## src/rtl/prog_loader.sv

```systemverilog
// prog_loader: assembles a big-endian byte stream into 32-bit words, writes
// them to CPU memory from word address 0, and releases the CPU when done.
module prog_loader #(
   parameter int unsigned ADDR_W = 8
) (
   input  logic              Clk,
   input  logic              Reset,
   input  logic              Start,
   input  logic [7:0]        ByteIn,
   input  logic              ByteValid,
   output logic              ByteReady,
   output logic              MemWrEn,
   output logic [31:0]       MemWrAddr,
   output logic [31:0]       MemWrData,
   output logic              CpuRun,
   output logic              Loading,
   output logic [ADDR_W:0]   WordCount,
   output logic              Error
);

   localparam int unsigned CW    = ADDR_W + 1;
   localparam int unsigned DEPTH = 1 << ADDR_W;

   typedef enum logic [2:0] {
      S_IDLE,
      S_HEADER,
      S_LOAD,
      S_DONE,
      S_ERR
   } state_e;

   state_e          state_q, state_d;
   logic [1:0]      idx_q, idx_d;
   logic [31:0]     len_q, len_d;
   logic [23:0]     asm_q, asm_d;
   logic            byte_ready_q, byte_ready_d;
   logic            mem_wr_en_q, mem_wr_en_d;
   logic [31:0]     mem_wr_addr_q, mem_wr_addr_d;
   logic [31:0]     mem_wr_data_q, mem_wr_data_d;
   logic            cpu_run_q, cpu_run_d;
   logic            loading_q, loading_d;
   logic [CW-1:0]   word_count_q, word_count_d;
   logic            error_q, error_d;

   logic            accept;
   logic [31:0]     hdr_len;
   logic [31:0]     word;

   // A byte moves only when the loader advertised ready in this cycle
   assign accept = ByteValid && byte_ready_q;

   assign ByteReady = byte_ready_q;
   assign MemWrEn   = mem_wr_en_q;
   assign MemWrAddr = mem_wr_addr_q;
   assign MemWrData = mem_wr_data_q;
   assign CpuRun    = cpu_run_q;
   assign Loading   = loading_q;
   assign WordCount = word_count_q;
   assign Error     = error_q;

   // Next-state and next-output computation
   always_comb begin
      state_d       = state_q;
      idx_d         = idx_q;
      len_d         = len_q;
      asm_d         = asm_q;
      byte_ready_d  = byte_ready_q;
      mem_wr_en_d   = 1'b0;
      mem_wr_addr_d = mem_wr_addr_q;
      mem_wr_data_d = mem_wr_data_q;
      cpu_run_d     = cpu_run_q;
      loading_d     = loading_q;
      word_count_d  = word_count_q;
      error_d       = error_q;
      hdr_len       = {len_q[23:0], ByteIn};
      word          = {asm_q, ByteIn};

      unique case (state_q)
         S_IDLE: begin
            byte_ready_d = 1'b0;
            loading_d    = 1'b0;
         end

         S_HEADER: begin
            if (accept) begin
               len_d = hdr_len;
               idx_d = idx_q + 2'd1;
               if (idx_q == 2'd3) begin
                  if (hdr_len == 32'd0) begin
                     state_d      = S_DONE;
                     byte_ready_d = 1'b0;
                     loading_d    = 1'b0;
                     cpu_run_d    = 1'b1;
                  end else if (hdr_len > 32'(DEPTH)) begin
                     state_d      = S_ERR;
                     byte_ready_d = 1'b0;
                     loading_d    = 1'b0;
                     error_d      = 1'b1;
                  end else begin
                     state_d = S_LOAD;
                  end
               end
            end
         end

         S_LOAD: begin
            if (accept) begin
               asm_d = word[23:0];
               idx_d = idx_q + 2'd1;
               if (idx_q == 2'd3) begin
                  mem_wr_en_d   = 1'b1;
                  mem_wr_addr_d = 32'(word_count_q);
                  mem_wr_data_d = word;
                  word_count_d  = word_count_q + CW'(1);
                  // Last word: the write cycle is spent in DONE, outputs settle after
                  if (32'(word_count_q) + 32'd1 == len_q) begin
                     state_d = S_DONE;
                  end
               end
            end
         end

         S_DONE: begin
            byte_ready_d = 1'b0;
            loading_d    = 1'b0;
            cpu_run_d    = 1'b1;
         end

         S_ERR: begin
            byte_ready_d = 1'b0;
            loading_d    = 1'b0;
            cpu_run_d    = 1'b0;
            error_d      = 1'b1;
         end

         default: begin
            state_d = S_IDLE;
         end
      endcase

      // Start opens a new session from any idle-like state; ignored mid-load
      if (Start && (state_q inside {S_IDLE, S_DONE, S_ERR})) begin
         state_d      = S_HEADER;
         idx_d        = 2'd0;
         len_d        = 32'd0;
         word_count_d = '0;
         error_d      = 1'b0;
         cpu_run_d    = 1'b0;
         byte_ready_d = 1'b1;
         loading_d    = 1'b1;
      end
   end

   // State and output registers with synchronous reset
   always_ff @(posedge Clk) begin
      if (Reset) begin
         state_q       <= S_IDLE;
         idx_q         <= 2'd0;
         len_q         <= 32'd0;
         asm_q         <= 24'd0;
         byte_ready_q  <= 1'b0;
         mem_wr_en_q   <= 1'b0;
         mem_wr_addr_q <= 32'd0;
         mem_wr_data_q <= 32'd0;
         cpu_run_q     <= 1'b0;
         loading_q     <= 1'b0;
         word_count_q  <= '0;
         error_q       <= 1'b0;
      end else begin
         state_q       <= state_d;
         idx_q         <= idx_d;
         len_q         <= len_d;
         asm_q         <= asm_d;
         byte_ready_q  <= byte_ready_d;
         mem_wr_en_q   <= mem_wr_en_d;
         mem_wr_addr_q <= mem_wr_addr_d;
         mem_wr_data_q <= mem_wr_data_d;
         cpu_run_q     <= cpu_run_d;
         loading_q     <= loading_d;
         word_count_q  <= word_count_d;
         error_q       <= error_d;
      end
   end

endmodule

```

## config.mk

```make
export PLATFORM = sky130hd
export DESIGN_NAME = prog_loader
export DESIGN_NICKNAME = d
export VERILOG_FILES = /design/src/rtl/prog_loader.sv
export SDC_FILE = /design/constraint.sdc
export NUM_CORES = 1
export LEC_CHECK = 0
export ABC_AREA = 1
export CAP_MARGIN = 20
export CORE_UTILIZATION = 30
export CTS_CLUSTER_SIZE = 25
export DETAILED_ROUTE_END_ITERATION = 6
export GPL_ROUTABILITY_DRIVEN = 0
export SYNTH_ARGS = -nofsm -noshare
export SYNTH_HDL_FRONTEND = slang
export SYNTH_SLANG_ARGS = --single-unit
```

## constraint.sdc

```tcl
create_clock -name Clk -period 1.5 [get_ports Clk]
set_input_delay 0.3 -clock Clk [delete_from_list [all_inputs] [get_ports Clk]]
set_output_delay 0.3 -clock Clk [all_outputs]
set_load 0.01 [all_outputs]
```

==> run_results.csv, run 1 <==
group,metric,value,unit
die,die_h,129,um
min_path,hp-class,"register to register",
global_route,grt_pass1_vias,4672,
sta,final.setup.tns,-1.85,ns
clock_network,cts_sinks,115,
cells_and_area,layout_common_cells,"nand2_1 (167), dfxtp_1 (104), buf_4 (83)",
power_and_ir_drop,leakagePower,3.21,nW
route,drt-initial-drc-count,207,
critical_path,required,1.85,ns
die,die_x,129,um
placed_design,dp_cells,1008,
critical_path,cp_top_family,"simple AND/OR/NAND/NOR gates",
clock_network,htree_levels,4,
synth,syn-instance-count,670,
cells_and_area,final_nets,839,
die,start_util,30.6,%
clock_network,cts_tree,"built",
critical_path,slowest_delay,0.37,ns
critical_path,path_cells,"ha_4 -> buf_6 -> nand4_1 -> nand3_1 -> nand2_1 -> nor2_1 -> nand2_1 -> nor2_2 -> nand3_2 -> nand2_2 -> nand2_1 -> a21oi_1",
sta,fmax,580,MHz
critical_path,rr_worst_depth,12,
cells_and_area,design_area,7180,um2
critical_path,criticalPathCategory,"register to register",
sta,finalMaxSlewViolations,0,
placed_design,dp.final_hpwl,9470,um
route,drtAntennaViolNets,0,
power_and_ir_drop,powerDensity,1160,nW/um2
sta,hold_violations,0,
clock_network,clock_latency,0.42,ns
synth,synth.ff_latch_count,115,
sta,fin_worst_skew,0.00742,ns
synth,ys_seq_area_share,47.5,%
critical_path,cp.depth,12,
route,wire_per_inst,13.6,um
placed_design,post_dp_cell_area,6310,um2
sta,hold_slack,0.457,ns
power_and_ir_drop,peakVddDrop,792,uV
critical_path,worstSetupEndpoint,"state_q[1]",
run,cap_violations,0,
route,vias_per_cell,4.54,
global_route,grt_use_total,18.3,%
cells_and_area,fin_cells,1054,
die,ios,90,
sta,fin_ws,-0.224,ns
clock_network,clkTransAtPathRegs,0.06,ns
critical_path,critical-path-slowest-cell,"dfxtp_4",
min_path,hold_depth,2,
die,placementRows,46,
route,num_vias,4785,
synth,syn_area_per_cell,7.23,um2
critical_path,endpoint_kind,"register",
cells_and_area,antenna_cells,0,
status,violations,"setup timing",
synth,yosysUniqueCellTypes,29,
status,status,"complete, but fails checks",
sta,setup_viol,41,
critical_path,crit_start,"WordCount[0]",
critical_path,critPathMaxFanout,4,
route,drt_pass1_iterations,4,
die,die_area,16700,um2
critical_path,crit_path_frequent_cell,"nand2_1",
synth,synth_area,4850,um2
clock_network,clockRootBuffer,"clkbuf_16",
route,drt_wl_total,14300,um
global_route,grt_antenna_before_repair,0,
sta,fin_crit,1.72,ns
cells_and_area,layout_commonest_cell,"nand2_1",
cells_and_area,area_growth,48.0,%
global_route,grt_max_degree,41,
global_route,grt_pass1_wl,23300,um
critical_path,cp.arrival,2.07,ns
clock_network,ctsLongestPathBuffers,2,
clock_network,cts_buffers,17,
die,core_region_area,15800,um2
critical_path,r2r_setup_slack,-0.22,ns
global_route,gr-total-overflow,0,
placed_design,numPortBuffers,66,
route,drcViolationCount,0,
sta,fin_crit_sh,115,%
critical_path,reg2reg_to,"state_q[1]",
critical_path,r2r_start,"WordCount[0]",
cells_and_area,drive_gt1_share,22.8,%
synth,synth_warnings,0,
critical_path,startpoint_type,"register",
critical_path,critPathBufInv,1,
sta,rsz0062_at_grt,"true",
## worst reg2reg max path, delay by kind of cell (launching register included)
family	cells	cell delay [ns]
buffers and inverters	1	0.11
adders and majority gates	1	0.19
DFF	1	0.37
and+or+nand+nor	9	0.85
AOI/OAI and AO/OA	1	0.11
## cells in the mapped netlist
cell type / instances / area (um2)
nand2_1: 171 / 642
nor2_1: 89 / 334
a21oi_1: 86 / 430
ha_1: 2 / 25.0
nor4_1: 1 / 6.26
or2_0: 1 / 6.26
inv_4: 1 / 6.26
clkbuf_1: 14 / 52.6
conb_1: 1 / 3.75
nor2_2: 4 / 25.0
a31oi_1: 2 / 12.5
dfxtp_1: 115 / 2300
xor2_1: 1 / 8.76
clkbuf_2: 1 / 5.00
a211oi_1: 2 / 15.0
nor2_4: 3 / 33.8
buf_1: 3 / 11.3
nand3_1: 25 / 125
o21ai_1: 10 / 50.1
buf_4: 25 / 188
nand4_1: 10 / 62.6
buf_6: 3 / 33.8
nor2_8: 1 / 20.0
buf_2: 9 / 45.0
nor3_2: 1 / 10.0
o21ai_0: 45 / 225
inv_1: 35 / 131
nor3_1: 2 / 10.0
inv_2: 7 / 26.3
## how the worst min path moves through the flow
stage	startpoint	end	slack [ns]
global route	len_q[29]	len_q[29]	0.47
detailed placement	len_q[27]	len_q[27]	0.45
CTS	len_q[27]	len_q[27]	0.46
global placement	len_q[27]	len_q[27]	0.45
finish	len_q[29]	len_q[29]	0.46
floorplan	Reset	MemWrEn	0.40
## metrics by stage
step | util, % | setup slack [ns] | power, mW
floorplan | - | 0.00188 | 3.93
global placement | 39.9 | -0.368 | 4.42
detailed placement | 39.9 | -0.405 | 4.42
CTS | 44.7 | -0.167 | 8.37
global route | 45.3 | -0.361 | 8.71
finish | 45.3 | -0.224 | 8.33
## metal layers
metal	routed length, um	part of all wire, %	track usage [%]	up-vias
met5	0	0	0	-
li1	-	-	-	2449
met2	6760	47	29.8	124
met1	6400	45	22.2	2176
met4	523	3.7	10.9	0
met3	594	4.2	4.05	36
## area by class of cell
class	count	area [um2]
Fill cell	1600	8650
Multi-Input combinational cell	479	2260
Sequential cell	115	2330
Timing Repair Buffer	169	1570
Clock inverter	13	133
Tap cell	216	270
Inverter	43	171
Clock buffer	19	443
## state kept, by name, summed over array words and instances, names as in the netlist
signal	count
CpuRun	1
Error	1
Loading	1
MemWrAddr	9
MemWrData	32
MemWrEn	1
WordCount	9
asm_q	24
idx_q	2
len_q	32
state_q	3
## kinds of logic after synthesis
group | share of synthesized area (%)
simple gates | 26.3
compound gates | 15.1
flops | 47.5
buf+inv | 10.3
fa+ha+maj | 0.516
xor+xnor | 0.181
other cells | 0.0774
## power breakdown
| group | internal [mW] | leakage, nW | switching, mW | total [mW] |
|---|---|---|---|---|
| combinational | 0.525 | 1.99 | 0.668 | 1.19 |
| sequential | 3.13 | 0.933 | 0.0549 | 3.18 |
| clock | 2.48 | 0.284 | 1.47 | 3.95 |
## timing repair
| item | in CTS | in global routing |
|---|---|---|
| resized for setup | 97 | 22 |
| gates cloned | 3 | 1 |
| setup endpoints to repair | 82 | 104 |
| hold buffers | 0 | 0 |
| setup buffers | 7 | 3 |
| pin swaps | 7 | 2 |
Note: power is estimated with default switching activity, not from simulation.
==> run 2, diff against run 1 <==
--- a/config.mk
+++ b/config.mk
@@ -11,6 +11,7 @@
 export CTS_CLUSTER_SIZE = 25
 export DETAILED_ROUTE_END_ITERATION = 6
 export GPL_ROUTABILITY_DRIVEN = 0
+export HOLD_SLACK_MARGIN = 0.15
 export SYNTH_ARGS = -nofsm -noshare
 export SYNTH_HDL_FRONTEND = slang
 export SYNTH_SLANG_ARGS = --single-unit
==> results of run 2 <==
No change in the layout: final DEF, timing and power equal those of run 1.
